--- src/rtl/alu_share_arbiter.sv ---
// Round-robin arbiter sharing one combinational ALU among NREQ requesters,
// with a per-requester response register. Define ALU_ARB_FIXED_PRIO_EN for fixed lowest-index priority.
module alu_share_arbiter #(
  parameter int NREQ = 2
) (
  input  logic                 clk,
  input  logic                 reset,
  input  logic [NREQ-1:0]      req_valid,
  output logic [NREQ-1:0]      req_ready,
  input  logic [32*NREQ-1:0]   req_in1,
  input  logic [32*NREQ-1:0]   req_in2,
  input  logic [3*NREQ-1:0]    req_op,
  input  logic [NREQ-1:0]      req_invert,
  output logic [NREQ-1:0]      rsp_valid,
  input  logic [NREQ-1:0]      rsp_ready,
  output logic [32*NREQ-1:0]   rsp_result,
  output logic [NREQ-1:0]      rsp_zero,
  output logic [NREQ-1:0]      rsp_less_than,
  output logic                 alu_en,
  output logic [31:0]          alu_in1,
  output logic [31:0]          alu_in2,
  output logic [2:0]           alu_op,
  output logic                 alu_invert,
  input  logic [31:0]          alu_out,
  input  logic                 alu_zero,
  input  logic                 alu_less_than
);

  // Handshake: a request transfers in the cycle req_valid[i] and req_ready[i]
  // are both high; a response transfers when rsp_valid[i] and rsp_ready[i] are both high.
  logic [NREQ-1:0] eligible;
  logic [NREQ-1:0] grant;

  // A full slot being drained this cycle can accept a new result.
  assign eligible = req_valid & (~rsp_valid | rsp_ready);

`ifdef ALU_ARB_FIXED_PRIO_EN
  always_comb begin
    grant = '0;
    if (!reset) grant = eligible & (~eligible + NREQ'(1));
  end
`else
  localparam int PW = $clog2(NREQ);

  logic [PW-1:0] ptr;
  logic [PW-1:0] grant_idx;

  // Walk the search order backwards so the last hit is the first index after ptr.
  always_comb begin
    int idx;
    idx       = 0;
    grant     = '0;
    grant_idx = ptr;
    if (!reset) begin
      for (int k = NREQ; k >= 1; k--) begin
        idx = (int'(ptr) + k) % NREQ;
        if (eligible[idx]) begin
          grant      = '0;
          grant[idx] = 1'b1;
          grant_idx  = PW'(idx);
        end
      end
    end
  end

  always_ff @(posedge clk) begin
    if (reset) begin
      ptr <= PW'(NREQ - 1);
    end else if (|grant) begin
      ptr <= grant_idx;
    end
  end
`endif

  assign req_ready = grant;
  assign alu_en    = |grant;

  // Grant is one-hot or zero, so OR-ing the masked fields selects the winner.
  always_comb begin
    alu_in1    = '0;
    alu_in2    = '0;
    alu_op     = '0;
    alu_invert = 1'b0;
    for (int i = 0; i < NREQ; i++) begin
      if (grant[i]) begin
        alu_in1    = alu_in1 | req_in1[32*i +: 32];
        alu_in2    = alu_in2 | req_in2[32*i +: 32];
        alu_op     = alu_op | req_op[3*i +: 3];
        alu_invert = alu_invert | req_invert[i];
      end
    end
  end

  always_ff @(posedge clk) begin
    if (reset) begin
      rsp_valid     <= '0;
      rsp_result    <= '0;
      rsp_zero      <= '0;
      rsp_less_than <= '0;
    end else begin
      for (int i = 0; i < NREQ; i++) begin
        if (grant[i]) begin
          rsp_valid[i]          <= 1'b1;
          rsp_result[32*i +: 32] <= alu_out;
          rsp_zero[i]           <= alu_zero;
          rsp_less_than[i]      <= alu_less_than;
        end else if (rsp_valid[i] && rsp_ready[i]) begin
          rsp_valid[i] <= 1'b0;
        end
      end
    end
  end

endmodule

--- config.mk ---
export PLATFORM = sky130hd
export DESIGN_NAME = alu_share_arbiter
export DESIGN_NICKNAME = d
export VERILOG_FILES = /design/src/rtl/alu_share_arbiter.sv
export SDC_FILE = /design/constraint.sdc
export NUM_CORES = 1
export LEC_CHECK = 0
export BUFFER_PORTS_ARGS = -buffer_cell sky130_fd_sc_hd__buf_4
export CAP_MARGIN = 40
export CORE_AREA = 2 2 123 125
export CTS_CLUSTER_SIZE = 16
export DETAILED_ROUTE_END_ITERATION = 7
export DIE_AREA = 0 0 125 127
export GPL_TIMING_DRIVEN = 0
export PLACE_DENSITY = 0.6
export SLEW_MARGIN = 20
export SYNTH_ARGS = -nofsm -noshare
export SYNTH_HDL_FRONTEND = slang
export SYNTH_SLANG_ARGS = --single-unit
--- constraint.sdc ---
create_clock -name clk -period 2.9 [get_ports clk]
set_clock_uncertainty 0.05 [all_clocks]
set_input_delay 0.58 -clock clk [delete_from_list [all_inputs] [get_ports clk]]
set_output_delay 0.58 -clock clk [all_outputs]
set_load 0.01 [all_outputs]
# ---- Yosys cells after proc, flatten, opt, wreduce, memory -nomap -nowiden
# Index checks and enable logic that the tools add are counted.
dict set report word_totals {
  register_bits 71
  out_inout_bits 141
  word_cells 60
}
dict set report op_classes {
  addsub 2
  magnitude_cmp 4
  muxes 27
  bitwise_logic 9
  n_reduce_logical 9
}
# operator n
set ops {}
lappend ops {{2-to-1 mux 32 bit} 4}
lappend ops {{OR 32 bit} 2}
lappend ops {{2-to-1 mux 1 bit} 16}
lappend ops {{less-than comparator 2 x 3 -> 1 bit, second input constant} 2}
lappend ops {{2-to-1 mux 2 bit} 3}
lappend ops {{2-to-1 mux 3 bit} 2}
lappend ops {{nonzero test 2 bit} 3}
lappend ops {{>= comparator 2 x 1 -> 1 bit, second input constant} 2}
lappend ops {{logical AND 1 bit} 4}
lappend ops {{OR 3 bit} 1}
lappend ops {{adder 1 bit, second input constant} 2}
lappend ops {{AND 1 bit, first input constant} 2}
lappend ops {{AND 2 bit} 1}
lappend ops {{demux 1 bit (select 1 bit)} 2}
lappend ops {{NOT 2 bit} 1}
lappend ops {{OR 2 bit} 1}
lappend ops {{AND reduction 2 bit} 1}
lappend ops {{OR reduction 2 bit} 1}
lappend ops {{OR 1 bit} 1}

# ---- Depth between registers and ports, before layout
dict set report depth {
  depth_word 12
  depth_mapped 5
}

# ---- Worst setup path before layout
# OpenSTA, ideal clock, no wires.
dict set report synth_path {
  kind {input port to output port}
  start {input reset}
  end {output alu_in1[0]}
  arrival_time_ns 1.521
  slack_ns 0.749
  path_stages 4
  cell_sequence {buf_2 > clkbuf_1 > clkbuf_1 > o32ai_1}
}
dict set report synth_via {
  elab_chain_cells 4
}
# element line
set synth_rtl {}
lappend synth_rtl {{start, declared} 7} ;# input logic reset,
lappend synth_rtl {{2-to-1 mux 2 bit (*)} 54} ;# if (!reset) begin
lappend synth_rtl {{2-to-1 mux 32 bit} 85} ;# if (grant[i]) begin
lappend synth_rtl {{OR 32 bit} 86} ;# alu_in1 = alu_in1 | req_in1[32*i +: 32];
lappend synth_rtl {{2-to-1 mux 32 bit (*)} 85}
lappend synth_rtl {{end, declared} 20} ;# output logic [31:0] alu_in1,
# Every way passes the cells marked *; elsewhere a longest branch is shown, timed or not.

# ---- Final worst setup path
dict set report layout_path {
  start {input reset}
  end {output alu_in2[11]}
}
dict set report layout_via {
  elab_chain_cells 4
}
# element line
set layout_rtl {}
lappend layout_rtl {{2-to-1 mux 2 bit (*)} 54}
lappend layout_rtl {{2-to-1 mux 32 bit} 85}
lappend layout_rtl {{OR 32 bit} 87} ;# alu_in2 = alu_in2 | req_in2[32*i +: 32];
lappend layout_rtl {{2-to-1 mux 32 bit (*)} 85}
lappend layout_rtl {{end, declared} 21} ;# output logic [31:0] alu_in2,
# Marks and branches as above.

==> reports/metrics.csv <==
metric,value,unit
cell types occupying the most area after synthesis,"sky130_fd_sc_hd__dfxtp_1, sky130_fd_sc_hd__nand2b_1, sky130_fd_sc_hd__mux2i_1",
total congestion overflow,0,
area of the core region,0.0144,mm^2
clk root buf,sky130_fd_sc_hd__clkbuf_16,
Critical Path AT,2.06,ns
synth warn,0,
share of the yosys chip area belonging to registers,32.2,%
count of vias placed by the detailed router,4984,
floorplan die width,125,um
NumNets Final,1017,
count of routing violations after the opening detailed-route iteration,230,
clk slew on worst S/H paths,0.05,ns
max-cap viol count,0,
Initial Utilization,30.6,%
post-detailed-route DRC marker count,0,
max-slew violations,0,
number of buffers inserted during clock tree synthesis,9,
antenna diode count,0,
number of global-route vias before repair,5218,
gp weighted congestion,0.900,
number of hold-slack violations in the final timing report,0,
Setup Total Neg Slack,0,ns
flip-flop and latch count after synthesis,71,
"Hold-fix buffers, CTS",0,
synthesized net count,691,
Crit-path slowest cell,sky130_fd_sc_hd__clkbuf_1,
primary flip-flop cell chosen by synthesis mapping,sky130_fd_sc_hd__dfxtp_1,
peak per-stage delay on the critical path,0.46,ns
"IR drop worst, VDD",305,uV
Slew Limit Headroom,63.0,%
average wire per standard cell,18.4,um
critical path data required time,2.27,ns
wire length of the first global-routing pass,28500,um
reg-to-reg endpoint,rsp_less_than[1],
top cell family by delay on the critical path,buffers and inverters,
FMAX,371,MHz
Pwr Density,432,mW/mm^2
synthesis-to-finish area growth,65.9,%
number of antenna violations at the first check in global routing,0,
Crit. End Element,output port,
Worst Reg-to-Reg Cells,4,
CTS tree,built,
number of buffer and inverter instances along the worst setup path,4,
global-route usage over all layers,22.7,%
Critical path origin,reset,
worst reg2reg startpoint,rsp_valid[0],
vias per std cell,4.84,
number of buffers added on ports,315,
number of core rows,44,
minimum period implied by the final worst setup slack,2.69,ns
stages on the worst setup path,5,
path category of the worst min-delay check,reg2reg,
startpoint types,primary input,
Synth area leader,sky130_fd_sc_hd__dfxtp_1,
post-route worst hold slack,0.425,ns
area post-placement,0.00700,mm^2
TritonCTS sink count,71,
clk buf depth,2,
I/O pin cnt,317,
post-CTS resize count,0,
pin count of the biggest net entering global routing,13,
setup slack on the worst flop-to-flop path,1.28,ns
leakage power,3.67,nW
CP Class,in2out,
"Async S/R FF share, synth",0,%
cells after synthesis,515,
most repeated library cell on the critical path,sky130_fd_sc_hd__clkbuf_1,
routed wire length,19000,um
Post-CTS Setup Repair Bufs,0,
antenna violation net count after detailed routing,0,
worst slew pin tran,0.556,ns
count of cell types in the netlist,19,
detailed placement HPWL,15400,um
crit path to,alu_in2[11],
maximum fanout count along the critical path,10,
final cycle utilization of the critical path,92.8,%
number of enable-type register cells in the synthesized netlist,0,
Layout Cell Area excl Fill,0.00731,mm^2
area share of the largest cell type after synthesis,32.2,%
total setup violations reported at the end of the flow,0,
die span in y,127,um
cell area after synthesis,0.00441,mm^2
ordered list of cells on the worst path,buf_2 > clkbuf_1 > clkbuf_1 > o32ai_1 > buf_4,
maximum level of the CTS H-tree,3,
outcome,"complete, no violations",
number of search-and-repair iterations in the first detailed-routing pass,4,
fraction of final layout cells with drive strength greater than 1,42.1,%
per-instance average area after synthesis,8.56,um^2
area enclosed by the die boundary,0.0159,mm^2
setup repair after global routing missed its margin,no,
worst skew pair latency,0.33,ns
## registers in the layout, indices dropped and copies added (netlist names)
| name | cells |
|---|---|
| rsp_result | 64 |
| rsp_less_than | 2 |
| rsp_valid | 2 |
| rsp_zero | 2 |
| ptr | 1 |
## cells by family (layout without fill, tap and decap cells)
kind of cell           after synthesis  count (layout)  synth area share, %
and+or+nand+nor                    181             181                 25.4
buffers and inverters              117             448                 11.7
muxes                               68              68                 15.4
AOI/OAI and AO/OA                   78              78                 15.2
DFF                                 71              71                 32.2
## cells in the final DEF (no fill, tap or decap), types with 2 or more instances in the layout
cell	count
sky130_fd_sc_hd__clkbuf_1	24
sky130_fd_sc_hd__o211a_1	2
sky130_fd_sc_hd__and2b_1	2
sky130_fd_sc_hd__mux2i_1	68
sky130_fd_sc_hd__a21oi_1	3
sky130_fd_sc_hd__buf_4	319
sky130_fd_sc_hd__clkinv_2	2
sky130_fd_sc_hd__buf_6	6
sky130_fd_sc_hd__o21ai_0	2
sky130_fd_sc_hd__o32ai_1	68
sky130_fd_sc_hd__clkbuf_16	9
sky130_fd_sc_hd__nor2_1	3
sky130_fd_sc_hd__inv_1	68
sky130_fd_sc_hd__dfxtp_1	71
sky130_fd_sc_hd__nand2_1	3
sky130_fd_sc_hd__nand2b_1	173
sky130_fd_sc_hd__buf_2	14
sky130_fd_sc_hd__clkbuf_8	2
## tightest hold or removal path, cell delays in order (launching register included)
cell	delay, ns
sky130_fd_sc_hd__dfxtp_1	0.31
sky130_fd_sc_hd__nand2b_1	0.06
sky130_fd_sc_hd__mux2i_1	0.06
## synthesized netlist by cell type, types with 3 or more instances
library cell                 n
sky130_fd_sc_hd__a21oi_1     3
sky130_fd_sc_hd__buf_6       6
sky130_fd_sc_hd__o32ai_1    68
sky130_fd_sc_hd__buf_2      14
sky130_fd_sc_hd__nand2b_1  173
sky130_fd_sc_hd__dfxtp_1    71
sky130_fd_sc_hd__buf_4       4
sky130_fd_sc_hd__nor2_1      3
sky130_fd_sc_hd__mux2i_1    68
sky130_fd_sc_hd__inv_1      68
sky130_fd_sc_hd__clkbuf_1   24
sky130_fd_sc_hd__nand2_1     3
## metal layers
metal | routed length, um | vias up | GRT usage [%]
li1 | - | 2385 | -
met1 | 7790 | 2341 | 27.0
met2 | 9340 | 221 | 39.6
met3 | 1250 | 37 | 5.19
met4 | 620 | 0 | 9.02
met5 | 0 | - | 0
## worst min path at each step
stage               depth (start not counted)  slack, ns        endpoint      startpoint
floorplan                                   1       0.40             ptr             ptr
CTS                                         2       0.43  rsp_result[35]  rsp_result[35]
global route                                2       0.44  rsp_result[26]  rsp_result[26]
global placement                            2       0.41  rsp_result[33]  rsp_result[33]
detailed placement                          2       0.41  rsp_result[26]  rsp_result[26]
finish                                      2       0.42  rsp_result[35]  rsp_result[35]
## per-stage QoR
stage	cells	utilization, %	setup slack (ns)	power [mW]
final	1030	50.7	0.207	3.16
after global routing	1030	50.7	0.115	3.29
after CTS	1030	50.7	0.152	3.19
after detailed placement	1014	48.6	0.171	2.05
after global placement	1014	48.6	0.173	2.04
after floorplan	515	-	0.749	1.53
## report_power, final
part           internal, mW  leakage [nW]  total [mW]  switching, mW
combinational         0.506          2.94       0.942          0.437
sequential             1.05         0.584        1.09         0.0408
clock                 0.710         0.152        1.13          0.416
total                  2.26          3.67        3.16          0.893
## cell type report
type	count	area [um^2]
Timing Repair Buffer	315	2360
Clock buffer	11	253
Fill cell	1415	7110
Tap cell	184	230
Multi-Input combinational cell	327	2470
Clock inverter	5	56.3
Buffer	49	262
Inverter	68	255
Sequential cell	71	1420
(Power assumes the default switching activity.)
